[src/rtl/upsample_pkg.sv]
// rtl/upsample_pkg.sv - shared types and constants for the 2x stream upsampler
package upsample_pkg;

   typedef enum logic {
      PASS   = 1'b0,
      REPLAY = 1'b1
   } state_t;

   localparam logic DUP_FIRST  = 1'b0;
   localparam logic DUP_SECOND = 1'b1;

   // Counter width that stays legal for a dimension of 1.
   function automatic int cnt_w(input int n);
      return (n > 1) ? $clog2(n) : 1;
   endfunction

endpackage

[src/rtl/line_buf_ram.sv]
// rtl/line_buf_ram.sv - simple dual-port line buffer with one-cycle registered read
module line_buf_ram #(
   parameter int DEPTH  = 128,
   parameter int DATA_W = 16,
   parameter int ADDR_W = 7
) (
   input  logic              aclk,
   input  logic              wr_en,
   input  logic [ADDR_W-1:0] wr_addr,
   input  logic [DATA_W-1:0] wr_data,
   input  logic              rd_en,
   input  logic [ADDR_W-1:0] rd_addr,
   output logic [DATA_W-1:0] rd_data
);

   logic [DATA_W-1:0] mem [DEPTH];

   always_ff @(posedge aclk) begin
      if (wr_en) begin
         mem[wr_addr] <= wr_data;
      end
      if (rd_en) begin
         rd_data <= mem[rd_addr];
      end
   end

endmodule

[src/rtl/upsample2x_stream.sv]
// rtl/upsample2x_stream.sv - 2x nearest-neighbour upsampler for a raster pixel stream
// Optional: define UPSAMPLE_TLAST_CHECK_EN to flag input tlast framing errors on frame_err.
module upsample2x_stream
   import upsample_pkg::*;
#(
   parameter int IMG_W  = 128,
   parameter int IMG_H  = 128,
   parameter int DATA_W = 16
) (
   input  logic              aclk,
   input  logic              aresetn,
   input  logic [DATA_W-1:0] s_axis_tdata,
   input  logic              s_axis_tvalid,
   output logic              s_axis_tready,
   input  logic              s_axis_tlast,
   output logic [DATA_W-1:0] m_axis_tdata,
   output logic              m_axis_tvalid,
   input  logic              m_axis_tready,
   output logic              m_axis_tlast,
   output logic              frame_err
);

   localparam int COL_W = cnt_w(IMG_W);
   localparam int ROW_W = cnt_w(IMG_H);

   state_t            state;
   state_t            state_nxt;
   logic              phase;
   logic              run;
   logic [COL_W-1:0]  col;
   logic [ROW_W-1:0]  row;

   logic              last_col;
   logic              last_row;
   logic              can_load;
   logic              s_hs;
   logic              advance;
   logic              beat_last;
   logic              rd_en;
   logic [COL_W-1:0]  rd_addr;
   logic [DATA_W-1:0] rd_data;

   assign last_col = (col == COL_W'(IMG_W - 1));
   assign last_row = (row == ROW_W'(IMG_H - 1));
   assign can_load = !m_axis_tvalid || m_axis_tready;
   assign s_hs     = s_axis_tready && s_axis_tvalid;

   always_ff @(posedge aclk) begin
      if (!aresetn) begin
         state <= PASS;
      end else begin
         state <= state_nxt;
      end
   end

   always_comb begin
      state_nxt = state;
      if (phase == DUP_SECOND && can_load && last_col) begin
         state_nxt = (state == PASS) ? REPLAY : PASS;
      end
   end

   // REPLAY reads one address ahead so rd_data is ready when the next first-copy beat loads.
   always_comb begin
      s_axis_tready = run && (state == PASS) && (phase == DUP_FIRST) && can_load;
      advance       = 1'b0;
      rd_en         = 1'b0;
      rd_addr       = '0;
      beat_last     = (state == REPLAY) && (phase == DUP_SECOND) && last_col && last_row;
      if (phase == DUP_FIRST) begin
         advance = (state == PASS) ? s_hs : can_load;
      end else begin
         advance = can_load;
      end
      if (state == PASS) begin
         rd_en = (phase == DUP_SECOND) && can_load && last_col;
      end else begin
         rd_en   = (phase == DUP_FIRST) && can_load && !last_col;
         rd_addr = col + COL_W'(1);
      end
   end

   always_ff @(posedge aclk) begin
      if (!aresetn) begin
         run           <= 1'b0;
         phase         <= DUP_FIRST;
         col           <= '0;
         row           <= '0;
         m_axis_tvalid <= 1'b0;
         m_axis_tlast  <= 1'b0;
         m_axis_tdata  <= '0;
      end else begin
         run <= 1'b1;
         if (advance) begin
            m_axis_tvalid <= 1'b1;
            m_axis_tlast  <= beat_last;
            if (phase == DUP_FIRST) begin
               m_axis_tdata <= (state == PASS) ? s_axis_tdata : rd_data;
               phase        <= DUP_SECOND;
            end else begin
               phase <= DUP_FIRST;
               col   <= last_col ? '0 : col + COL_W'(1);
               if (state == REPLAY && last_col) begin
                  row <= last_row ? '0 : row + ROW_W'(1);
               end
            end
         end else if (m_axis_tready) begin
            m_axis_tvalid <= 1'b0;
            m_axis_tlast  <= 1'b0;
         end
      end
   end

   line_buf_ram #(
      .DEPTH  (IMG_W),
      .DATA_W (DATA_W),
      .ADDR_W (COL_W)
   ) u_line_buf (
      .aclk    (aclk),
      .wr_en   (s_hs),
      .wr_addr (col),
      .wr_data (s_axis_tdata),
      .rd_en   (rd_en),
      .rd_addr (rd_addr),
      .rd_data (rd_data)
   );

`ifdef UPSAMPLE_TLAST_CHECK_EN
   always_ff @(posedge aclk) begin
      if (!aresetn) begin
         frame_err <= 1'b0;
      end else if (s_hs && (s_axis_tlast != (last_row && last_col))) begin
         frame_err <= 1'b1;
      end
   end
`else
   logic unused_tlast;
   assign unused_tlast = s_axis_tlast;
   assign frame_err    = 1'b0;
`endif

endmodule

[config.mk]
export PLATFORM = sky130hd
export DESIGN_NAME = upsample2x_stream
export DESIGN_NICKNAME = d
export VERILOG_FILES = /design/src/rtl/upsample_pkg.sv /design/src/rtl/line_buf_ram.sv /design/src/rtl/upsample2x_stream.sv
export SDC_FILE = /design/constraint.sdc
export NUM_CORES = 2
export LEC_CHECK = 0
export CORE_ASPECT_RATIO = 0.8
export CORE_MARGIN = 2
export CORE_UTILIZATION = 25
export CTS_CLUSTER_DIAMETER = 200
export DETAILED_ROUTE_END_ITERATION = 6
export GPL_ROUTABILITY_DRIVEN = 0
export PLACE_DENSITY = 0.44
export SLEW_MARGIN = 10
export SYNTH_ARGS = -nofsm -noshare
export SYNTH_HDL_FRONTEND = slang
export SYNTH_SLANG_ARGS = --single-unit
[constraint.sdc]
create_clock -name aclk -period 5.39 [get_ports aclk]
set_input_delay 0.8085 -clock aclk [delete_from_list [all_inputs] [get_ports aclk]]
set_output_delay 0.8085 -clock aclk [all_outputs]
set_load 0.05 [all_outputs]
==> metrics.cfg <==
[final_layout]
layout.nets=5701
area_growth_syn_to_layout_pct=16.9
fin_util_pct=29.4
fin_area_sq_um=96700
drive_above_1_share_pct=14.5

[setup_path]
path_max_fanout=9
crit_path_end_kind=flip-flop
worstSetupPathType=reg2reg
cp_slowest_cell=a211oi_1
cp.arrival_ns=5.48
slowest_delay_ns=0.68
cp-start-kind=flip-flop
worst_ep_required_time_ns=6.00
reg2reg_depth=10
path_cells=ha_1, and3_1, mux2_2, nor2_2, nand2_1, a311oi_1, nor4_1, a211oi_1, buf_4, a211oi_1
cp_common_cell=a211oi_1

[cts]
cts_resized=0
postCtsSetupBuffers=0
cts_buffers=215
clk_path_buf_depth=4
clk_latency_ns=0.88
clock_sinks=2099
root_buffer=clkbuf_16
htreeDepth=4
cts_tree=yes
ctsHoldBuffers=0
clkTransAtPathRegs_ns=0.06

[timing]
fin_crit_sh_pct=90.5
clock_skew_ns=0.0561
slew_violations=0
min_period_ns=4.88
fmax_mhz=205
setup_viol=0
worst_pin_slew_ns=1.40
setup_ws_ns=0.514
hold_violations=0
rsz0062_at_grt=no
fin_tns_setup_ns=0
max_slew_margin_pct=6.66

[floorplanning]
fp.coreArea_sq_um=329000
dieWidth_microns=647
die-height_microns=518
ios=41
num_rows=188
start_util_pct=25.2
die-area_sq_um=335000

[hold_path]
holdPathStages=1
hp-class=in2reg

[logic_synthesis]
yosysTopAreaCell=edfxtp_1
synthTopCellsByArea=edfxtp_1 75%, nand2_1 5.1%, mux4_2 3.3%
post_synth.cell_area_avg_sq_um=15.3
yosysMostFrequentCell=edfxtp_1
ys_seq_area_share_pct=75.8
synth_ff_type=edfxtp_1
synth-async-reset-ratio_pct=0
synth_edf_count=2064
syn-num-nets=5445
ys_types=69
yosysTopAreaCellShare_pct=75.0
ys_warn_count=0
synth_common_cells=2064 x edfxtp_1, 1132 x nand2_1, 326 x nand3_1
syn_inst=5422
syn_area_sq_um=82700
yosys_register_bits=2099

[route]
drc=0
via_per_inst=4.91
vias=50124
wl_microns=288000
drtAntennaViolNets=0
wire_per_inst_microns=28.2
firstDrtPassIters=6
drt_iter0_drc=6340

[pwr]
switching_share_pct=21.1
power_density_nw_per_um2=339
p_sw_uw=6910
power.share.clock_pct=43.2
max-vdd-ir-drop_mv=0.245
static-leakage-power_uw=0.0302
p_int_uw=25900
seqPwrFrac_pct=54.7
combPwrFrac_pct=2.1

[global_route]
grt_pass1_wl_microns=397000
grt-ovfl-total=0
grt_usage_pct=16.7
grt_pass1_vias=47776
antenna_found_initial=30
grt_max_degree=130

[run]
cap_violations=0

[placed_design]
post-place-ws_ns=0.656
io_buffers=38
hpwl_microns=173000
dpl-instance-area_sq_um=90200

[outcome]
status=finished clean

[worst max-delay path: cells and delay by family (launching register included)]
| kind | cells | cell delay (ns) |
|---|---|---|
| AND/OR/NAND/NOR | 4 | 1.54 |
| AO/OA/AOI/OAI | 3 | 1.33 |
| flip-flops | 1 | 0.52 |
| adder cells (fa/ha/maj) | 1 | 0.49 |
| multiplexers | 1 | 0.48 |
| buffers and inverters | 1 | 0.22 |
[layout make-up]
cell class	instances	area (sq um)
Fill cell	32709	232000
Sequential cell	2099	62700
Multi-Input combinational cell	2965	18600
Clock buffer	275	5710
Tap cell	4370	5470
Timing Repair Buffer	390	3500
Clock inverter	104	707
Inverter	7	26.3
Antenna cell	2	5.00
[state kept, by name (all words and copies together) (netlist names)]
register / flops
state: 1
phase: 1
u_line_buf.mem: 2048
run: 1
m_axis_tdata: 16
m_axis_tlast: 1
u_line_buf.rd_data: 16
m_axis_tvalid: 1
row: 7
col: 7
[cell usage in the layout (no fill, tap or decap), types with 16 or more instances in the layout]
cell | synthesis | layout
a21oi_1 | 120 | 118
dfxtp_1 | 35 | 33
and3_1 | 67 | 67
a32oi_1 | 51 | 51
nor2_2 | 0 | 38
buf_4 | 37 | 327
mux2i_1 | 212 | 207
nand2_1 | 1132 | 1130
buf_12 | 0 | 41
nand3_1 | 326 | 324
nor3_1 | 26 | 26
o21ai_0 | 73 | 71
clkbuf_1 | 159 | 52
clkinv_2 | 0 | 27
nor2_1 | 207 | 166
o22ai_1 | 28 | 28
nor2b_1 | 31 | 30
mux2_2 | 26 | 25
o211ai_1 | 25 | 25
clkbuf_16 | 0 | 217
mux4_2 | 122 | 122
clkdlybuf4s50_1 | 0 | 22
clkinv_1 | 2 | 60
a311oi_1 | 70 | 70
a31oi_1 | 144 | 144
nand2b_1 | 23 | 22
a211oi_1 | 65 | 65
a221oi_1 | 53 | 53
edfxtp_1 | 2064 | 2064
o221ai_1 | 16 | 16
o2111ai_1 | 22 | 22
[power groups by stage]
stage	combinational, uW	clock, uW	sequential [uW]
floorplan	167	0	18300
global placement	679	0	18300
detailed placement	694	0	18300
CTS	695	14500	17900
global route	730	15100	17900
finish	685	14200	17900
[worst paths after layout]
path	startpoint	to	slack [ns]
worst min-delay path	s_axis_tdata[9]	u_line_buf.mem[73][9]	0.40
worst min register to register	m_axis_tlast	m_axis_tlast	0.50
worst max-delay path	col[1]	u_line_buf.rd_data[12]	0.51
worst max register to register	col[1]	u_line_buf.rd_data[12]	0.51
[metal layers]
layer | up-vias | wire length [microns] | global-route usage [%]
met5 | - | 347 | 0
met1 | 26248 | 133000 | 24.9
met4 | 10 | 6410 | 3.63
li1 | 21434 | - | -
met3 | 381 | 26000 | 4.04
met2 | 2051 | 122000 | 24.3
[through the flow]
stage / hold slack, ns / cells / total power [uW]
after global routing: 0.361 / 10211 / 33800
after floorplan: 0.479 / 5422 / 18500
after global placement: 0.480 / 9831 / 19000
after detailed placement: 0.492 / 9831 / 19000
final: 0.395 / 10212 / 32800
after CTS: 0.343 / 10210 / 33100
[kinds of logic after synthesis]
kind of cell | Yosys count | synth area share, %
DFF | 2099 | 75.8
and+or+nand+nor | 1851 | 9.45
AOI/OAI and AO/OA | 739 | 6.29
muxes | 360 | 6.24
buffers and inverters | 358 | 2.03
xor gates and xnor gates | 12 | 0.159
adders and majority gates | 2 | 0.0303
other | 1 | 0.00453
Note: power is estimated with default switching activity, not from simulation.
